<file path="src/rtl/spi_master.sv">
// Command/address SPI master: sends a 2-bit command plus one byte MSB first and,
// for read-data frames, waits RD_WAIT cycles and then captures one byte from MISO.
module spi_master #(
   parameter int RD_WAIT = 2
) (
   input  logic       clk,
   input  logic       rst_n,
   input  logic       start,
   input  logic [1:0] cmd,
   input  logic [7:0] din,
   input  logic       MISO,
   output logic       SS_n,
   output logic       MOSI,
   output logic       busy,
   output logic       done,
   output logic [7:0] rd_data,
   output logic       rd_valid
);

   typedef enum logic [2:0] {
      S_IDLE,
      S_START,
      S_SHIFT,
      S_WAIT,
      S_RECV,
      S_END
   } state_t;

   // Last value of the wait counter before moving on to RECV.
   localparam logic [3:0] LP_WAIT_LAST = (RD_WAIT == 0) ? 4'd0 : 4'(RD_WAIT - 1);

   state_t     r_state;
   logic [9:0] r_frame;
   logic [3:0] r_bit_cnt;
   logic [3:0] r_wait_cnt;
   logic [7:0] r_rx;
   logic       r_ss_n;
   logic       r_mosi;
   logic       r_busy;
   logic       r_done;
   logic       r_rd_valid;
   logic [7:0] r_rd_data;

   logic       w_is_read;
   logic [3:0] w_next_idx;
   logic [7:0] w_rx_next;

   assign w_is_read  = (r_frame[9:8] == 2'b11);
   assign w_next_idx = 4'd8 - r_bit_cnt;
   assign w_rx_next  = {r_rx[6:0], MISO};

   // NOTE: every register here uses <= so all state updates see pre-edge values;
   // reset is synchronous, so rst_n is just the first branch of the clocked block.
   always_ff @(posedge clk) begin
      if (!rst_n) begin
         r_state    <= S_IDLE;
         r_frame    <= '0;
         r_bit_cnt  <= '0;
         r_wait_cnt <= '0;
         r_rx       <= '0;
         r_ss_n     <= 1'b1;
         r_mosi     <= 1'b0;
         r_busy     <= 1'b0;
         r_done     <= 1'b0;
         r_rd_valid <= 1'b0;
         r_rd_data  <= '0;
      end else begin
         r_done     <= 1'b0;
         r_rd_valid <= 1'b0;
         case (r_state)
            S_IDLE: begin
               if (start) begin
                  r_frame    <= {cmd, din};
                  r_bit_cnt  <= '0;
                  r_wait_cnt <= '0;
                  r_ss_n     <= 1'b0;
                  r_mosi     <= cmd[1];
                  r_busy     <= 1'b1;
                  r_state    <= S_START;
               end
            end
            S_START: begin
               r_mosi  <= r_frame[9];
               r_state <= S_SHIFT;
            end
            S_SHIFT: begin
               if (r_bit_cnt == 4'd9) begin
                  r_mosi <= 1'b0;
                  if (!w_is_read) begin
                     r_ss_n  <= 1'b1;
                     r_done  <= 1'b1;
                     r_state <= S_END;
                  end else if (RD_WAIT == 0) begin
                     r_bit_cnt <= '0;
                     r_state   <= S_RECV;
                  end else begin
                     r_state <= S_WAIT;
                  end
               end else begin
                  // MOSI already shows bit 9-cnt; queue up the following bit.
                  r_mosi    <= r_frame[w_next_idx];
                  r_bit_cnt <= r_bit_cnt + 4'd1;
               end
            end
            S_WAIT: begin
               if (r_wait_cnt == LP_WAIT_LAST) begin
                  r_bit_cnt <= '0;
                  r_state   <= S_RECV;
               end else begin
                  r_wait_cnt <= r_wait_cnt + 4'd1;
               end
            end
            S_RECV: begin
               r_rx <= w_rx_next;
               if (r_bit_cnt == 4'd7) begin
                  r_ss_n     <= 1'b1;
                  r_done     <= 1'b1;
                  r_rd_valid <= 1'b1;
                  r_rd_data  <= w_rx_next;
                  r_state    <= S_END;
               end else begin
                  r_bit_cnt <= r_bit_cnt + 4'd1;
               end
            end
            S_END: begin
               r_busy  <= 1'b0;
               r_state <= S_IDLE;
            end
            default: begin
               r_state <= S_IDLE;
            end
         endcase
      end
   end

   assign SS_n     = r_ss_n;
   assign MOSI     = r_mosi;
   assign busy     = r_busy;
   assign done     = r_done;
   assign rd_data  = r_rd_data;
   assign rd_valid = r_rd_valid;

endmodule

</file>
<file path="config.mk">
export PLATFORM = sky130hd
export DESIGN_NAME = spi_master
export DESIGN_NICKNAME = d
export VERILOG_FILES = /design/src/rtl/spi_master.sv
export SDC_FILE = /design/constraint.sdc
export NUM_CORES = 1
export LEC_CHECK = 0
export CORE_UTILIZATION = 45
export CTS_CLUSTER_SIZE = 40
export DETAILED_ROUTE_END_ITERATION = 6
export GPL_TIMING_DRIVEN = 1
export PLACE_DENSITY_LB_ADDON = 0.08
export SYNTH_ARGS = -nofsm -noshare
export SYNTH_HDL_FRONTEND = slang
export SYNTH_SLANG_ARGS = --single-unit
</file>
<file path="constraint.sdc">
create_clock -name clk -period 5.3 [get_ports clk]
set_input_delay 1.06 -clock clk [delete_from_list [all_inputs] [get_ports clk]]
set_output_delay 1.06 -clock clk [all_outputs]
set_load 0.005 [all_outputs]
</file>
==> results.tsv, run 1 <==
metric	value	unit
pwr-share-comb	16.5	%
status	finished, final reports clean	
path_buf_inv	1	
drt-initial-drc-count	65	
power.total	652.0	uW
portBuffers	26	
dpl.hpwl	2917	um
cts_tree	built	
die_h	69.67	um
crit_arrival	2.96	ns
die-area	4854	um2
drc	0	
drv_cap	0	
p_leak	0.8335	nW
nNetsFinal	279	
cts_buffers	5	
grt_usage	19.59	%
netlist.area_leader.share	39.83	%
drive_gt1_share	7.692	%
synth_edf_count	0	
clkTransAtPathRegs	0.07	ns
setup_violations	0	
coreArea	4384	um2
end_kind	flip-flop	
slew_headroom	61.76	%
yosysWarnings	0	
critPathMaxFanout	14	
fin_crit_sh	53.13	%
max_freq	0.3551	GHz
syn_avg_cell_area	8.515	um2
synth_cell_type_count	45	
gp_congestion	0.7244	
syn_inst	242	
grt_overflow	0	
clock_path_buffers	2	
tightest_slew	0.5729	ns
die_x	69.67	um
finClkSkew	0.004522	ns
power_switching	170.7	uW
synth_top_cells_by_area	dfxtp_1, nand2_1, a21boi_0, mux4_2, ha_1	
antenna_found_initial	0	
vias	1714	
post_cts_buffers	0	
p_per_area	270.0	nW/um2
cts_sinks	41	
area_delta_synth_final	17.18	%
ff_latch_area	820.8	um2
grt_pass1_wl	7596	um
rsz0062_at_grt	no	
slowest_delay	0.72	ns
finalSetupTns	0	ns
crit_chain	clkdlybuf4s50_1 -> or4b_1 -> o211a_2 -> a21oi_1 -> o311ai_0	
crit_type	in2reg	
period_needed	2.816	ns
netlist_area	2061	um2
wl_per_cell	13.90	um
yosysSeqAreaShare	39.83	%
worstPathRequired	5.44	ns
start_util	47.00	%
ctsResizeCount	0	
grt_pass1_vias	1628	
swShare	26.19	%
p_int	481.2	uW
ys_ff_latch	41	
clkLatencyLatePin	0.29	ns
cp_top_family	simple AND/OR/NAND/NOR gates	
worstHoldPathType	reg2reg	
antenna_violating_nets_post_route	0	
start_kind	input pin	
syn_nets	261	
root_buffer	clkbuf_8	
p_seq_share	52.2	%
yosysTopAreaCell	dfxtp_1	
viasPerCell	5.494	
h-tree-depth	2	
ir_worst_vdd	0.1389	mV
finalMaxSlewViolations	0	
dr.pass1.iters	5	
synthArstFlopShare	0	%
routed_wl	4337	um
num_antenna_cells	0	
cts_hold_buf	0	
synth_ff_type	dfxtp_1	
pwr-share-clk	31.3	%
multiInputGateArea	1141	um2
cp_slowest_cell	or4b_1	
ios	27	
fill_cells	414	
grt_max_degree	44	
timing_hold_violations_final	0	
rows	24	
worst paths after layout:
path,startpoint,endpoint,slack (ns),depth (start not counted)
max,start,SS_n,2.48,5
min,r_rx[6],rd_data[7],0.46,2
max reg2reg,r_bit_cnt[0],MOSI,2.64,6
min reg2reg,r_rx[6],rd_data[7],0.46,2
metal layers:
layer	wire length, um	track usage [%]	vias to the layer above
met5	0	0	-
met4	87	9.778	0
met3	177	3.343	7
met2	1937	30.96	35
met1	2134	25.85	795
li1	-	-	877
sequential cells by signal, indices dropped and copies added (netlist names), 3 cells and up:
name	count
r_bit_cnt	4
r_state	3
r_frame	10
r_wait_cnt	4
rd_data	8
r_rx	7
per-stage QoR:
step	hold slack [ns]	cell area, um2	worst slack, ns	utilization, %	std cells
final	0.4611	2415	2.484	55.08	312
after detailed placement	0.4565	2328	2.171	53.11	305
after CTS	0.4669	2415	2.482	55.08	312
after global placement	0.4544	2328	2.209	53.11	305
after global routing	0.5019	2415	2.375	55.08	312
after floorplan	0.4412	2061	2.918	-	242
cell families (layout without fill, tap and decap cells):
kind of cell / Yosys count / after routing / share of synthesized area (%)
AO/OA/AOI/OAI: 61 / 61 / 21.07
AND/OR/NAND/NOR: 99 / 99 / 22.71
flip-flops: 41 / 41 / 39.83
buffers and inverters: 23 / 41 / 4.796
multiplexers: 8 / 8 / 6.436
XOR/XNOR: 5 / 5 / 2.125
adder cells (fa/ha/maj): 5 / 5 / 3.036
synthesized netlist by cell type, types with 5 or more instances:
cell      count
nand2_1      61
dfxtp_1      41
a21boi_0     25
clkbuf_1     12
a21oi_1       8
a211oi_1      5
ha_1          5
inv_1         5
nor3_1        5
o21ai_0       5
worst reg2reg max path, stage by stage (launching register included):
cell and delay (ns):
dfxtp_1 0.57, inv_1 0.17, ha_1 0.50, mux4_2 0.54, mux2_2 0.27, o32ai_1 0.37, a211oi_1 0.13
cells in the final DEF (no fill, tap or decap), drive strengths merged, types with 4 or more instances in the layout:
cell type | netlist | final
o21ai | 5 | 5
nor2 | 6 | 6
clkbuf | 12 | 7
a211oi | 5 | 5
xnor2 | 4 | 4
a21boi | 25 | 25
nand2 | 61 | 61
inv | 5 | 5
ha | 5 | 5
mux4 | 4 | 4
nor3 | 5 | 5
dfxtp | 41 | 41
nor2b | 4 | 4
nor3b | 4 | 4
a21oi | 8 | 8
clkdlybuf4s50 | 0 | 26
cell type report:
cell class | count | share of cell area, %
timing repair buffer | 29 | 11.71
inverter | 5 | 0.7772
clock buffer | 7 | 3.575
multi-input combinational | 178 | 47.25
tap | 52 | 2.694
sequential | 41 | 33.99
power by group through the flow:
| stage | logic [mW] | clock network, mW | registers, mW |
|---|---|---|---|
| floorplan | 0.0846 | 0 | 0.336 |
| global placement | 0.108 | 0 | 0.347 |
| detailed placement | 0.108 | 0 | 0.347 |
| CTS | 0.109 | 0.211 | 0.340 |
| global route | 0.121 | 0.222 | 0.343 |
| finish | 0.108 | 0.204 | 0.340 |
Note: power is estimated with default switching activity, not from simulation.
==> run 2, diff against run 1 <==
==> constraint.sdc (replaced) <==
create_clock -name clk -period 2.4 [get_ports clk]
set_input_delay 0.48 -clock clk [delete_from_list [all_inputs] [get_ports clk]]
set_output_delay 0.48 -clock clk [all_outputs]
set_load 0.005 [all_outputs]
==> run 2 against run 1 <==
  * Design area rose by 3.4%
  * Die area unchanged
  * Register-to-register slack got worse by 2.5 ns
  * Largest power group unchanged
  * Critical path type is now reg2reg
  * Clock power increased to 2.8 times the previous value
  * Via count grew 1.1%
==> results.tsv, run 2 (synthesis gave the netlist of run 1 again) <==
metric	value	unit	change
max_freq	0.4502	GHz	
drive_gt1_share	10.45	%	+2.8 points
regMostFlops	r_frame		
holdPathEnd	rd_data[7]		
worstHoldPathType	reg2reg		
rrSetupSlack	0.18	ns	-2.46 ns
final_cell_mix	nand2_1, dfxtp_1, clkdlybuf4s50_1		
path_depth	6		+1
tightest_slew	0.4611	ns	-0.1118 ns
setup_violations	0		unchanged
postPlaceCellArea	2381	um2	+2.3%
h-tree-depth	2		unchanged
portBuffers	26		unchanged
finClkSkew	0.007829	ns	+0.003307 ns
root_buffer	clkbuf_8		
clkLatencyLatePin	0.29	ns	about the same
rows	24		unchanged
cp_slowest_cell	mux4_2		
drc	0		unchanged
nNetsFinal	286		+2.5%
status	finished, final reports clean		
die_x	69.67	um	unchanged
routed_wl	4365	um	+0.65%
viasPerCell	5.416		-1.4%
grt_usage	19.19	%	-0.41 points
timing_hold_violations_final	0		unchanged
start_util	47.00	%	unchanged
post_cts_buffers	0		unchanged
largest_reg_flops	10		unchanged
num_antenna_cells	0		unchanged
period_needed	2.221	ns	
vias	1733		+1.1%
slew_headroom	69.22	%	+7.5 points
final_common_cell	nand2_1		
start_kind	flip-flop		
clock_path_buffers	2		unchanged
cts_hold_buf	0		unchanged
ir_worst_vdd	0.4573	mV	+230%
die_h	69.67	um	unchanged
area_delta_synth_final	21.19	%	
crit_chain	inv_1 -> ha_1 -> mux4_2 -> mux2_2 -> o32ai_1 -> a211oi_1		
slowest_delay	0.54	ns	-0.18 ns
cts_buffers	5		unchanged
grt_max_degree	25		-43%
rsz0062_at_grt	no		
end_kind	flip-flop		
cts_tree	built		
cts_sinks	41		unchanged
drt-initial-drc-count	114		+75%
antenna_violating_nets_post_route	0		unchanged
fill_cells	421		+1.7%
r2r_end	MOSI		
gp_congestion	0.8415		+16%
coreArea	4384	um2	unchanged
worstPathRequired	2.57	ns	-2.87 ns
r2r_cells	6		unchanged
clkTransAtPathRegs	0.08	ns	about the same
p_leak	0.8827	nW	+5.9%
die-area	4854	um2	unchanged
dpl.hpwl	3110	um	+6.6%
critPathMaxFanout	5		-9
dr.pass1.iters	4		-1
drv_cap	0		unchanged
hold_start	rd_data[7]		
hold_path_depth	2		unchanged
antenna_found_initial	0		unchanged
crit_type	reg2reg		
cp_top_family	multiplexers		
grt_pass1_vias	1579		-3.0%
grt_pass1_wl	7527	um	-0.91%
grt_overflow	0		unchanged
r2r-start	r_bit_cnt[0]		
p_per_area	632.7	nW/um2	+130%
ctsResizeCount	0		unchanged
design_area	2497	um2	+3.4%
finalSetupTns	0	ns	unchanged
fin_crit_sh	92.55	%	
path_buf_inv	1		unchanged
crit_arrival	2.40	ns	-0.56 ns
finalMaxSlewViolations	0		unchanged
wl_per_cell	13.64	um	-1.9%
ios	27		unchanged
[run 2: changes by cell type in the layout (fill, tap and decap cells not counted)]
cell,previous run,this run
buf_4,3,10
bufinv_16,0,1
[run 2: power by group]
part	switching, mW	internal [mW]	total, mW
clock	0.236	0.339	0.575
sequential	0.0341	0.710	0.744
combinational	0.125	0.136	0.261
[run 2: layout make-up]
class	instances	area [um2]	share of cell area (%)
clock buffer	7	86.33	3.457
clock inverter	1	30.03	1.202
inverter	5	18.77	0.7515
multi-input combinational	178	1141	45.69
sequential	41	820.8	32.87
tap	52	65.06	2.605
timing repair buffer	36	335.3	13.43
[run 2: per-layer routing]
layer  track usage, %  part of all wire (%)  vias to the layer above
met1            27.75                    53                      798
li1                 -                     -                      892
met3            4.506                   3.9                        6
met4            6.222                   1.2                        0
met5                0                     0                        -
met2            28.16                    42                       37
[run 2: tightest hold or removal path, cell delays in order (launching register included)]
cell and delay (ns):
dfxtp_1 0.31, nand2_1 0.04, a21boi_0 0.06
[run 2: per-stage QoR]
| stage | setup WS [ns] | instances | hold slack, ns | total power, mW | util (%) |
|---|---|---|---|---|---|
| after floorplan | 0.01798 | 242 | 0.4412 | 0.9292 | - |
| after global placement | 0.1965 | 312 | 0.4539 | 1.021 | 54.31 |
| after detailed placement | 0.1996 | 312 | 0.4575 | 1.020 | 54.31 |
| after CTS | 0.1771 | 320 | 0.4688 | 1.598 | 56.96 |
| after global routing | 0.06975 | 320 | 0.4976 | 1.654 | 56.96 |
| final | 0.1788 | 320 | 0.4625 | 1.580 | 56.96 |
[run 2: worst max path at each step]
stage                       startpoint           end  slack (ns)
after floorplan           r_bit_cnt[0]          MOSI        0.02
after global placement           start  r_bit_cnt[1]        0.20
after detailed placement  r_bit_cnt[0]          MOSI        0.20
after CTS                 r_bit_cnt[0]          MOSI        0.18
after global routing      r_bit_cnt[0]          MOSI        0.07
final                     r_bit_cnt[0]          MOSI        0.18
==> run 3, diff against run 2 <==
--- a/config.mk
+++ b/config.mk
@@ -5,7 +5,7 @@
 export SDC_FILE = /design/constraint.sdc
 export NUM_CORES = 1
 export LEC_CHECK = 0
-export CORE_UTILIZATION = 45
+export CORE_UTILIZATION = 35
 export CTS_CLUSTER_SIZE = 40
 export DETAILED_ROUTE_END_ITERATION = 6
 export GPL_TIMING_DRIVEN = 1
==> run 3 against run 2 <==
  * Count of clock-buffer cells in the layout decreased by 2
  * Total power shrank 7.1%
  * Cell count increased by 6.3%
  * Sequential power about the same
  * First-iteration DRC count is 22% higher
  * Routed wire length rose by 4.6%
  * Via count up 1.8%
  * Combinational power is 2% lower
  * Clock skew grew 0.00056 ns
  * Setup slack better by 0.013 ns
  * Sequential share of layout area unchanged
==> results.tsv, run 3 (synthesis gave the netlist of run 1 again) <==
metric	value	unit	change
status	finished, final reports clean		
num_antenna_cells	0		unchanged
regMostFlops	r_frame		
crit_arrival	2.39	ns	about the same
post-place-ws	0.1842	ns	-0.01545 ns
pwr-share-comb	17.5	%	+1.0 points
end_kind	flip-flop		
drive_gt1_share	10.82	%	+0.37 points
crit_type	reg2reg		
slew_headroom	61.37	%	-7.8 points
clkTransAtPathRegs	0.09	ns	about the same
die_x	78.73	um	+13%
clock_path_buffers	2		unchanged
ff_latch_area	820.8	um2	unchanged
rows	27		+13%
postPlaceCellArea	2406	um2	+1.1%
max_freq	0.4528	GHz	+0.59%
viasPerCell	5.191		-4.1%
fin_crit_sh	92.01	%	-0.54 points
ctsResizeCount	0		unchanged
h-tree-depth	2		unchanged
finalMaxSlewViolations	0		unchanged
timing_hold_violations_final	0		unchanged
finClkSkew	0.008387	ns	+0.0005584 ns
swShare	28.48	%	+3.5 points
ios	27		unchanged
dr.pass1.iters	5		+1
path_buf_inv	1		unchanged
period_needed	2.208	ns	-0.01294 ns
p_int	1.049	mW	-11%
wl_per_cell	13.42	um	-1.6%
worstPathRequired	2.58	ns	about the same
fin_cells	340		+6.3%
cts_hold_buf	0		unchanged
routed_wl	4564	um	+4.6%
slowest_delay	0.54	ns	about the same
design_area	2497	um2	unchanged
largest_reg_flops	10		unchanged
drc	0		unchanged
cts_sinks	41		unchanged
vias	1765		+1.8%
coreArea	5574	um2	+27%
placed_cells	332		+6.4%
start_util	36.97	%	-10 points
p_leak	0.8725	nW	-1.1%
power_switching	417.9	uW	+5.8%
grt_pass1_wl	7900	um	+5.0%
cts_tree	built		
worstHoldPathType	reg2reg		
finalSetupTns	0	ns	unchanged
grt_usage	16.30	%	-2.9 points
grt_overflow	0		unchanged
fill_cells	565		+34%
gp_congestion	0.7720		-8.3%
p_seq_share	50.9	%	+3.8 points
drt-initial-drc-count	139		+22%
start_kind	flip-flop		
dpl.hpwl	3192	um	+2.6%
fin_ws	0.1917	ns	+0.01294 ns
tightest_slew	0.5786	ns	+0.1176 ns
multiInputGateArea	1141	um2	unchanged
die-area	6198	um2	+28%
antenna_found_initial	0		unchanged
die_h	78.73	um	+13%
area_delta_synth_final	21.19	%	unchanged
grt_pass1_vias	1657		+4.9%
p_per_area	587.5	nW/um2	-7.1%
cp_top_family	multiplexers		
final_cell_mix	nand2_1, dfxtp_1, clkdlybuf4s50_1		
antenna_violating_nets_post_route	0		unchanged
rsz0062_at_grt	no		
root_buffer	clkbuf_8		
setup_violations	0		unchanged
nNetsFinal	286		unchanged
crit_chain	inv_1 -> ha_1 -> mux4_2 -> mux2_2 -> o32ai_1 -> a211oi_1		
pwr-share-clk	31.5	%	-4.9 points
cp_slowest_cell	mux4_2		
cts_buffers	5		unchanged
drv_cap	0		unchanged
portBuffers	26		unchanged
power.total	1.467	mW	-7.1%
grt_max_degree	18		-28%
critPathMaxFanout	6		+1
post_cts_buffers	0		unchanged
clkLatencyLatePin	0.30	ns	about the same
ir_worst_vdd	0.3269	mV	-29%
final_common_cell	nand2_1		
[run 3: cell types whose count changed in the layout (fill, tap and decap cells not counted)]
cell | before | now
clkinv_4 | 0 | 2
bufinv_16 | 1 | 0
clkbuf_1 | 1 | 0
clkbuf_8 | 6 | 5
clkinv_2 | 0 | 1
[run 3: area by class of cell]
type | instances | area share, %
repair buffers | 36 | 13.43
flip-flops and latches | 41 | 32.87
clock buffers | 5 | 2.756
multi-input cells | 178 | 45.69
well taps | 72 | 3.607
clock inverters | 3 | 0.9018
inverters | 5 | 0.7515
[run 3: final timing paths]
path	from	endpoint	slack, ns	depth (start not counted)
setup / recovery	r_bit_cnt[0]	MOSI	0.19	6
hold / removal	rd_data[7]	rd_data[7]	0.46	2
setup reg to reg	r_bit_cnt[0]	MOSI	0.19	6
hold reg to reg	rd_data[7]	rd_data[7]	0.46	2
[run 3: power groups by stage]
stage               clock (mW)  sequential [mW]  combinational [mW]
finish                   0.463            0.747               0.257
global placement             0            0.763               0.261
CTS                      0.480            0.747               0.259
detailed placement           0            0.762               0.257
global route             0.515            0.753               0.288
floorplan                    0            0.742               0.187
[run 3: stage by stage]
step	util, %	hold WS, ns
after floorplan	-	0.4412
after global placement	43.17	0.4558
after detailed placement	43.17	0.4559
after CTS	44.80	0.4683
after global routing	44.80	0.4997
final	44.80	0.4619
[run 3: metal layers]
layer  share of wire [%]  vias to the layer above  GRT usage, %
met5                   0                        -             0
met4                 2.8                        0         8.519
met3                 3.2                       12         3.448
met2                  42                       36         23.91
met1                  52                      827         22.32
li1                    -                      890             -
[run 3: worst register-to-register path, delay by kind of cell, from the launching register on]
kind,cells,cell delay (ns)
mux,2,0.82
flops,1,0.33
fa+ha+maj,1,0.47
buf+inv,1,0.09
compound gates,2,0.39
